==> config.mk <==
export PLATFORM = sky130hd
export DESIGN_NAME = readout_spi_tx_flat
export DESIGN_NICKNAME = d
export VERILOG_FILES = /design/src/rtl/readout_spi_tx_if.sv /design/src/rtl/readout_spi_tx.sv /design/src/flat_wrapper.sv
export SDC_FILE = /design/constraint.sdc
export NUM_CORES = 1
export LEC_CHECK = 0
export ABC_AREA = 1
export CAP_MARGIN = 10
export CORE_MARGIN = 5
export CORE_UTILIZATION = 45
export DETAILED_ROUTE_END_ITERATION = 10
export PLACE_DENSITY = 0.74
export SLEW_MARGIN = 40
export SYNTH_ARGS = -nofsm -noshare
export SYNTH_HDL_FRONTEND = slang
export SYNTH_SLANG_ARGS = --single-unit
==> constraint.sdc <==
create_clock -name SYSCLK -period 2 [get_ports SYSCLK]
set_clock_uncertainty 0.05 [all_clocks]
set_input_delay 0.3 -clock SYSCLK [delete_from_list [all_inputs] [get_ports SYSCLK]]
set_output_delay 0.3 -clock SYSCLK [all_outputs]
set_load 0.1 [all_outputs]
==> src/rtl/readout_spi_tx_if.sv <==
// Digitizer-to-SPI readout link bundle: digitizer handshake, SPI pins and frame status.
// The transmitter uses the master modport. The digitizer or bench uses the slave modport.
interface readout_spi_tx_if #(
    parameter int DATA_WIDTH = 16
);
    logic                  ZYNQ_RD_EN;
    logic [DATA_WIDTH-1:0] DIN;
    logic                  SPI_done;
    logic                  SCLK;
    logic                  MOSI;
    logic                  CS_n;
    logic                  busy;
    logic [15:0]           evt_count;
    logic [15:0]           word_count;

    modport master (
        input  ZYNQ_RD_EN, DIN,
        output SPI_done, SCLK, MOSI, CS_n, busy, evt_count, word_count
    );

    modport slave (
        output ZYNQ_RD_EN, DIN,
        input  SPI_done, SCLK, MOSI, CS_n, busy, evt_count, word_count
    );
endinterface

==> src/rtl/readout_spi_tx.sv <==
// Frames digitizer readout into SPI words (header, event number, data..., trailer), mode 0, MSB first.
// SCLK is divided from SYSCLK. SPI_done requests the next DIN word one cycle before it is loaded.
module readout_spi_tx #(
    parameter int                    DATA_WIDTH = 16,
    parameter int                    CLK_DIV    = 2,
    parameter logic [DATA_WIDTH-1:0] HDR_WORD   = 16'hA5A5,
    parameter logic [DATA_WIDTH-1:0] TRL_WORD   = 16'h5A5A
) (
    input  logic               SYSCLK,
    input  logic               RST_n,
    readout_spi_tx_if.master   bus
);
    localparam int        BW       = (DATA_WIDTH > 1) ? $clog2(DATA_WIDTH) : 1;
    localparam logic [BW-1:0] BIT_LAST = BW'(DATA_WIDTH - 1);
    localparam logic [7:0] DIV_LAST = 8'(CLK_DIV - 1);
    localparam bit         DIV1     = (CLK_DIV == 1);
    localparam logic [7:0] DIV_PRE  = DIV1 ? 8'd0 : 8'(CLK_DIV - 2);
    localparam logic [8:0] GAP_LAST = 9'(2 * CLK_DIV - 1);

    typedef enum logic [1:0] {S_IDLE, S_LOAD, S_SHIFT, S_GAP} state_t;
    typedef enum logic [1:0] {W_HDR, W_EVT, W_DATA, W_TRL} wtype_t;

    state_t                state;
    wtype_t                wtype;
    wtype_t                nxt_type;
    logic [DATA_WIDTH-1:0] nxt_word;
    logic [DATA_WIDTH-1:0] sreg;
    logic [BW-1:0]         bit_cnt;
    logic [7:0]            div_cnt;
    logic [8:0]            gap_cnt;
    logic                  sclk_q;
    logic                  mosi_q;
    logic                  cs_n_q;
    logic                  done_q;
    logic                  busy_q;
    logic                  armed;
    logic [15:0]           evt_q;
    logic [15:0]           wc_q;
    logic [15:0]           dcnt;
    logic                  last_bit;
    logic                  pre_end;

    assign bus.SCLK       = sclk_q;
    assign bus.MOSI       = mosi_q;
    assign bus.CS_n       = cs_n_q;
    assign bus.SPI_done   = done_q;
    assign bus.busy       = busy_q;
    assign bus.evt_count  = evt_q;
    assign bus.word_count = wc_q;

    assign last_bit = (bit_cnt == BIT_LAST);
    // High in the SHIFT cycle just before the word's final cycle. This registers SPI_done into that final cycle.
    assign pre_end  = last_bit && (DIV1 ? !sclk_q : (sclk_q && (div_cnt == DIV_PRE)));

    // wtype rests at W_TRL between frames, so the word after a trailer is always a header.
    always_comb begin
        nxt_type = W_HDR;
        case (wtype)
            W_TRL:          nxt_type = W_HDR;
            W_HDR:          nxt_type = W_EVT;
            W_EVT, W_DATA:  nxt_type = bus.ZYNQ_RD_EN ? W_DATA : W_TRL;
            default:        nxt_type = W_HDR;
        endcase
    end

    always_comb begin
        nxt_word = '0;
        case (nxt_type)
            W_HDR:   nxt_word = HDR_WORD;
            W_EVT:   nxt_word = DATA_WIDTH'(evt_q);
            W_DATA:  nxt_word = bus.DIN;
            W_TRL:   nxt_word = TRL_WORD;
            default: nxt_word = '0;
        endcase
    end

    always_ff @(posedge SYSCLK or negedge RST_n) begin
        if (!RST_n) begin
            state   <= S_IDLE;
            wtype   <= W_TRL;
            sreg    <= '0;
            bit_cnt <= '0;
            div_cnt <= '0;
            gap_cnt <= '0;
            sclk_q  <= 1'b0;
            mosi_q  <= 1'b0;
            cs_n_q  <= 1'b1;
            done_q  <= 1'b0;
            busy_q  <= 1'b0;
            armed   <= 1'b1;
            evt_q   <= '0;
            wc_q    <= '0;
            dcnt    <= '0;
        end else begin
            done_q <= 1'b0;
            if (!bus.ZYNQ_RD_EN) armed <= 1'b1;
            case (state)
                S_IDLE: begin
                    if (bus.ZYNQ_RD_EN && armed) begin
                        state  <= S_LOAD;
                        armed  <= 1'b0;
                        cs_n_q <= 1'b0;
                        busy_q <= 1'b1;
                    end
                end
                S_LOAD: begin
                    wtype   <= nxt_type;
                    sreg    <= nxt_word;
                    mosi_q  <= nxt_word[DATA_WIDTH-1];
                    bit_cnt <= '0;
                    div_cnt <= '0;
                    sclk_q  <= 1'b0;
                    state   <= S_SHIFT;
                    if (wtype == W_TRL) dcnt <= '0;
                end
                S_SHIFT: begin
                    if (pre_end && (wtype == W_DATA)) begin
                        done_q <= 1'b1;
                        if (dcnt != '1) dcnt <= dcnt + 16'd1;
                    end
                    if (div_cnt == DIV_LAST) begin
                        div_cnt <= '0;
                        if (!sclk_q) begin
                            sclk_q <= 1'b1;
                        end else begin
                            sclk_q <= 1'b0;
                            if (last_bit) begin
                                if (wtype == W_TRL) begin
                                    state   <= S_GAP;
                                    cs_n_q  <= 1'b1;
                                    mosi_q  <= 1'b0;
                                    gap_cnt <= '0;
                                    wc_q    <= dcnt;
                                    evt_q   <= evt_q + 16'd1;
                                    // A level still high at frame end must not start another frame.
                                    armed   <= 1'b0;
                                end else begin
                                    state <= S_LOAD;
                                end
                            end else begin
                                bit_cnt <= bit_cnt + 1'b1;
                                sreg    <= {sreg[DATA_WIDTH-2:0], 1'b0};
                                mosi_q  <= sreg[DATA_WIDTH-2];
                            end
                        end
                    end else begin
                        div_cnt <= div_cnt + 8'd1;
                    end
                end
                S_GAP: begin
                    if (gap_cnt == GAP_LAST) begin
                        state  <= S_IDLE;
                        busy_q <= 1'b0;
                    end else begin
                        gap_cnt <= gap_cnt + 9'd1;
                    end
                end
                default: state <= S_IDLE;
            endcase
        end
    end
endmodule
==> src/flat_wrapper.sv <==
// flat-port wrapper written by rule: the top's interface ports become plain ports
module readout_spi_tx_flat 
#(
    parameter int                    DATA_WIDTH = 16,
    parameter int                    CLK_DIV    = 2,
    parameter logic [DATA_WIDTH-1:0] HDR_WORD   = 16'hA5A5,
    parameter logic [DATA_WIDTH-1:0] TRL_WORD   = 16'h5A5A
)
  (SYSCLK, RST_n, bus_ZYNQ_RD_EN, bus_DIN, bus_SPI_done, bus_SCLK, bus_MOSI, bus_CS_n, bus_busy, bus_evt_count, bus_word_count);
  readout_spi_tx_if #(.DATA_WIDTH(DATA_WIDTH)) bus_i ();
  input  logic SYSCLK;
  input  logic RST_n;
  input wire logic [$bits(bus_i.ZYNQ_RD_EN)-1:0] bus_ZYNQ_RD_EN;
  input wire logic [$bits(bus_i.DIN)-1:0] bus_DIN;
  output wire logic [$bits(bus_i.SPI_done)-1:0] bus_SPI_done;
  output wire logic [$bits(bus_i.SCLK)-1:0] bus_SCLK;
  output wire logic [$bits(bus_i.MOSI)-1:0] bus_MOSI;
  output wire logic [$bits(bus_i.CS_n)-1:0] bus_CS_n;
  output wire logic [$bits(bus_i.busy)-1:0] bus_busy;
  output wire logic [$bits(bus_i.evt_count)-1:0] bus_evt_count;
  output wire logic [$bits(bus_i.word_count)-1:0] bus_word_count;
  assign bus_i.ZYNQ_RD_EN = bus_ZYNQ_RD_EN;
  assign bus_i.DIN = bus_DIN;
  assign bus_SPI_done = bus_i.SPI_done;
  assign bus_SCLK = bus_i.SCLK;
  assign bus_MOSI = bus_i.MOSI;
  assign bus_CS_n = bus_i.CS_n;
  assign bus_busy = bus_i.busy;
  assign bus_evt_count = bus_i.evt_count;
  assign bus_word_count = bus_i.word_count;
  readout_spi_tx #(.DATA_WIDTH(DATA_WIDTH), .CLK_DIV(CLK_DIV), .HDR_WORD(HDR_WORD), .TRL_WORD(TRL_WORD)) u_core (.SYSCLK(SYSCLK), .RST_n(RST_n), .bus(bus_i));
endmodule
==> Word level (Yosys, flattened, before mapping) <==
Cells that the tools add are included.
{ "word_totals": {"ff_bits": 94, "out_inout_bits": 37, "in_bits": 19, "elab_cells": 123} }
{ "classes": {"eq_ne": 25, "addsub": 5, "n_mux": 56, "n_reduce_logical": 22} }
{ "ops": {"columns": ["cell", "n"], "rows": [
  ["case mux 16 bit (4 select lines)", 1],
  ["two-way mux 16 bit", 3],
  ["two-way mux 15 bit", 3],
  ["two-way mux 9 bit", 5],
  ["adder 16 x 1 -> 16 bit (second input constant)", 2],
  ["case mux 16 bit (2 select lines)", 1],
  ["case mux 15 bit (2 select lines)", 1],
  ["two-way mux 1 bit", 22],
  ["inequality test 2 x 1 -> 1 bit (second input constant)", 9],
  ["case mux 9 bit (2 select lines)", 1],
  ["inequality test 16 bit (second input constant)", 1],
  ["case mux 8 bit (2 select lines)", 1],
  ["equality test 2 bit (second input constant)", 6],
  ["two-way mux 2 bit", 6],
  ["two-way mux 4 bit", 3],
  ["AND reduction 4 bit", 3],
  ["AND reduction 6 bit", 2],
  ["case mux 1 bit (2 select lines)", 5],
  ["AND reduction 5 bit", 2],
  ["adder 9 x 1 -> 9 bit (second input constant)", 1],
  ["equality test 9 x 2 -> 1 bit (second input constant)", 1],
  ["adder 8 x 1 -> 8 bit (second input constant)", 1],
  ["equality test 8 x 1 -> 1 bit (second input constant)", 1],
  ["logical NOT 8 bit", 1],
  ["other kinds (15)", 26]
]} }

==> Longest topological paths before layout <==
{ "logic_depth": {"ltp_word": 6, "depth_mapped": 12, "depth_no_buf": 11} }

==> Worst setup path before layout <==
OpenSTA, ideal clock, no wires.
{ "synth_path": {"kind": "reg-to-reg", "start": "register u_core.sclk_q, in the netlist u_core.bus.SCLK", "end": "register u_core.bit_cnt[2]", "required_ns": 1.832, "n_path_buf": 2, "slack_ns": -0.221, "synth_period_minus_slack_ns": 2.221, "setup_time_ns": 0.118, "arrival_time_ns": 2.053, "path_stages_with_launch": 8, "path_cell_list": "dfrtp_1 -> inv_1 -> o21ai_2 -> nand2_1 -> buf_4 -> buf_6 -> nand2_1 -> o21ai_2"} }
{ "synth_between": {"elab_chain_len": 2} }
{ "synth_lines": {"columns": ["item", "line", "source"], "rows": [
  ["start: declaration", "readout_spi_tx.sv:31", "logic sclk_q;"],
  ["start signal: assignment", "readout_spi_tx.sv:85", "sclk_q <= 1'b0;"],
  ["start signal: assignment", "readout_spi_tx.sv:112", "sclk_q <= 1'b0;"],
  ["start signal: assignment", "readout_spi_tx.sv:124", "sclk_q <= 1'b1;"],
  ["inequality test 2 x 1 -> 1 bit (no source line)", null, null],
  ["AND reduction 4 bit (no source line)", null, null],
  ["end signal: assignment", "readout_spi_tx.sv:141", "bit_cnt <= bit_cnt + 1'b1;"],
  ["end: declaration", "readout_spi_tx.sv:28", "logic [BW-1:0] bit_cnt;"]
]} }
No other way between the ends.
A chain may end at the register's enable or synchronous reset.

==> Worst setup path in the final report <==
{ "layout_path": {"start": "register u_core.bit_cnt[0]", "end": "register u_core.dcnt[3]"} }
{ "layout_between": {"elab_chain_len": 5} }
{ "layout_lines": {"columns": ["item", "line", "source"], "rows": [
  ["equality test 4 bit", "readout_spi_tx.sv:51", "assign last_bit = (bit_cnt == BIT_LAST);"],
  ["logical AND 1 bit", "readout_spi_tx.sv:53", "assign pre_end = last_bit && (DIV1 ? !sclk_q : (sclk_q && (div_cnt == DIV_PRE)));"],
  ["logical AND 1 bit", "readout_spi_tx.sv:117", "if (pre_end && (wtype == W_DATA)) begin"],
  ["inequality test 2 x 1 -> 1 bit (no source line)", null, null],
  ["AND reduction 4 bit (no source line)", null, null],
  ["end signal: assignment", "readout_spi_tx.sv:119", "if (dcnt != '1) dcnt <= dcnt + 16'd1;"],
  ["end: declaration", "readout_spi_tx.sv:39", "logic [15:0] dcnt;"]
]} }
No other way between the ends.

==> reports/qor.csv <==
stage,metric,value,unit
status,outcome,finished clean,
final_layout,Final nets,884,
global_routing,vias in the first global route,4741,
synth,"Async S/R FF share, synth",100,%
synth,post-synthesis register bit count,94,
clock_tree,Worst-path clk slew,0.07,ns
final_layout,layout overhead on the synthesized area,20.6,%
min_path,worst hold path class,primary input to async pin,
worst_setup_path,R2R Setup Slk,0.16,ns
placement,post-DP HPWL,9.66,mm
synth,Most used DFF post-synth,dfrtp_1,
global_routing,first-pass GRT wire length,22.7,mm
drt,metal1 wirelength,6.53,mm
sta,final hold violation count,0,
worst_setup_path,Worst setup startpoint,u_core.bit_cnt[0]$_DFFE_PN0P_,
die,die footprint,14700,µm²
placement,port bufs,55,
power,Peak VDD IR,349,µV
clock_tree,Root Driver,clkbuf_16,
sta,min cycle time layout,1.84,ns
worst_setup_path,Crit path arrival time,2.03,ns
worst_setup_path,CP Launch Type,flop,
sta,fmax,0.544,GHz
worst_setup_path,Critical Path RT,2.19,ns
drt,DR vias/cell,4.96,
synth,Synthesized Nets,815,
clock_tree,Clock Path Buffers,2,
die,Core ar.,12100,µm²
placement,placed cell count,1002,
sta,worst slew pin tran,0.543,ns
worst_setup_path,crit end category,flop,
synth,Synth top area share,40.5,%
sta,fin. max-slew vios,0,
global_routing,initial antenna violation count,0,
synth,"Seq/Total Area, Yosys",42.4,%
worst_setup_path,R2R Path End,u_core.dcnt[3]$_DFFE_PN0P_,
power,leakage,0.00344,µW
drt,# DRC,0,
drt,Detail Route Antenna Nets,0,
final_layout,Ant. Diodes,0,
job,MaxCap Viol Count,0,
die,# IOs,56,
worst_setup_path,WP depth,10,
worst_setup_path,"most used cell, CP",nand2_1,
drt,top sig layer,met4,
worst_setup_path,critical-path cell list,ha_1 -> nand2_2 -> nor2_4 -> nand3_1 -> nor2_1 -> nand2_1 -> nand2_4 -> nand2_4 -> nand2_1 -> nand2_1,
die,Die Wd,121,µm
drt,1st-pass router iterations,5,
drt,number of DRC markers in iteration 0,433,
worst_setup_path,RR Startpoint,u_core.bit_cnt[0]$_DFFE_PN0P_,
synth,Mapped Cells,781,
sta,Final TNS setup,0,ns
worst_setup_path,R2R depth,10,
sta,worst hold slack,0.353,ns
worst_setup_path,CP Class,flop to flop,
worst_setup_path,"CP delay by family, top",simple AND/OR/NAND/NOR gates,
worst_setup_path,Critical Path Sink,u_core.dcnt[3]$_DFFE_PN0P_,
placement,Final Wtd Congestion,0.884,
final_layout,share of layout cells above drive strength 1,14.2,%
drt,WL met3,600,µm
die,row count,40,
global_routing,global route overflow,0,
worst_setup_path,Worst Path Buf+Inv,0,
synth,mapped cell area,5560,µm²
drt,DR WL/cell,13.1,µm
drt,Routed WL,13.4,mm
global_routing,gr usage total,19.1,%
clock_tree,Clock Sinks,94,
die,Die Span Y,121,µm
sta,Tcrit/Tclk final,91.9,%
worst_setup_path,Worst path slowest cell,dfrtp_1,
final_layout,Non-Filler Instances,1023,
drt,total number of vias,5078,
worst_setup_path,Worst Path Max Fanout,16,
synth,number of synthesized flops with an enable pin,0,
drt,met2 wire len,5.95,mm
power,P per Cell Area,575,nW/µm²
sta,Worst slew margin,63.8,%
clock_tree,H-tree Lvls,3,
sta,Finish-stage setup viols,0,
synth,Mapped Avg Cell Area,7.12,µm²
clock_tree,CTS tree,yes,
final_layout,# fillers,1148,
synth,count of different cell masters after synthesis,34,
synth,cell taking the most area after synthesis,dfrtp_1,
die,Initial Util,46.1,%
synth,Area contributors post-synth,"dfrtp_1 41%, nand2_1 20%, nor2_1 5.7%, nand3_1 5.2%, inv_1 4.9%",
worst_setup_path,Crit path largest cell delay,0.39,ns
global_routing,largest net degree at the start of global routing,43,
synth,Yosys warnings,0,
clock_tree,TritonCTS buffer count,9,
clock_tree,clk_lat worst skew,0.35,ns
power,Overall Power,3860,µW
-- what timing repair did --
action | 4_1_cts | 5_1_grt
hold buffers | 1 | 0
endpoints found under the hold margin | 18 | 0
setup endpoints to repair | 0 | 44
setup buffers | 0 | 4
resized for setup | 0 | 9
-- worst min-delay path by stage --
stage | from | endpoint | slack (ns) | depth (start not counted)
detailed placement | RST_n | u_core.sreg[12]$_DFFE_PN0P_ | 0.18 | 1
finish | RST_n | u_core.bit_cnt[3]$_DFFE_PN0P_ | 0.35 | 2
global route | RST_n | u_core.bit_cnt[3]$_DFFE_PN0P_ | 0.39 | 2
global placement | RST_n | u_core.sreg[12]$_DFFE_PN0P_ | 0.18 | 1
floorplan | RST_n | u_core.bit_cnt[0]$_DFFE_PN0P_ | -0.05 | 0
CTS | RST_n | u_core.bit_cnt[3]$_DFFE_PN0P_ | 0.36 | 2
-- cells by family (layout without fill, tap and decap cells) --
logic type	count (synthesis)	in the layout	synth area share, %
adder cells (fa/ha/maj)	15	15	3.38
AO/OA/AOI/OAI	72	72	7.25
XOR/XNOR	15	15	2.36
flip-flops	94	94	42.4
buffers and inverters	101	175	7.88
AND/OR/NAND/NOR	484	484	36.7
-- stage by stage --
| stage | area [µm²] | worst slack (ns) | utilization [%] |
|---|---|---|---|
| finish | 6710 | 0.162 | 55.6 |
| global route | 6710 | -0.00752 | 55.6 |
| CTS | 6650 | 0.0824 | 55.1 |
| detailed placement | 6320 | 0.0953 | 52.4 |
| global placement | 6320 | 0.185 | 52.4 |
| floorplan | 5560 | 0.0852 | - |
-- cells in the final DEF (no fill, tap or decap), types with 2 or more instances in the layout --
cell,n
a21oi_1,22
a31oi_1,2
buf_12,6
buf_4,56
bufinv_16,2
clkbuf_1,2
clkbuf_16,9
clkdlybuf4s50_1,17
dfrtp_1,87
dfrtp_2,3
dfstp_2,4
ha_1,12
ha_2,3
inv_1,73
inv_2,4
nand2_1,292
nand2_2,4
nand2_4,2
nand3_1,58
nand3b_1,4
nand4_1,13
nor2_1,84
nor2_2,5
nor2_4,3
nor3_1,4
nor3b_1,6
o21ai_0,29
o21ai_1,5
o21ai_2,5
o21bai_1,5
o22ai_1,2
or2_2,8
xnor2_1,4
xor2_1,11
-- synthesized netlist by cell type, types with 6 or more instances --
| cell | instances |
|---|---|
| nand2_1 | 293 |
| dfrtp_1 | 90 |
| nor2_1 | 85 |
| inv_1 | 73 |
| nand3_1 | 58 |
| o21ai_0 | 29 |
| a21oi_1 | 22 |
| ha_1 | 15 |
| nand4_1 | 13 |
| xor2_1 | 11 |
| buf_2 | 8 |
| or2_2 | 8 |
| buf_4 | 7 |
| nor3b_1 | 6 |
-- sequential cells by signal (all words and copies together), names as in the netlist, 2 cells and up --
name,count
u_core.bit_cnt,4
u_core.bus.evt_count,16
u_core.bus.word_count,16
u_core.dcnt,16
u_core.div_cnt,8
u_core.gap_cnt,9
u_core.sreg,15
u_core.state,2
u_core.wtype,2
-- report_power, final --
group / leakage, µW / switching, µW / internal, µW
sequential: 0.00125 / 0.0000000000000230 / 1900
clock: 0.000150 / 738 / 1100
combinational: 0.00203 / 63.3 / 50.8
-- routing by layer --
metal  vias up  global-route usage, %
li1       2590                      -
met3        21                   2.84
met5         -                      0
met4         0                   7.35
met2       123                   28.7
met1      2344                   27.8
-- layout make-up --
type	count	area [µm²]	area share, %
clock inverter	5	85.1	1.27
multi-input combinational	586	2780	41.5
tap	168	210	3.13
inverter	77	289	4.31
clock buffer	11	233	3.47
timing repair buffer	82	747	11.1
sequential	94	2360	35.2
(Power assumes the default switching activity.)
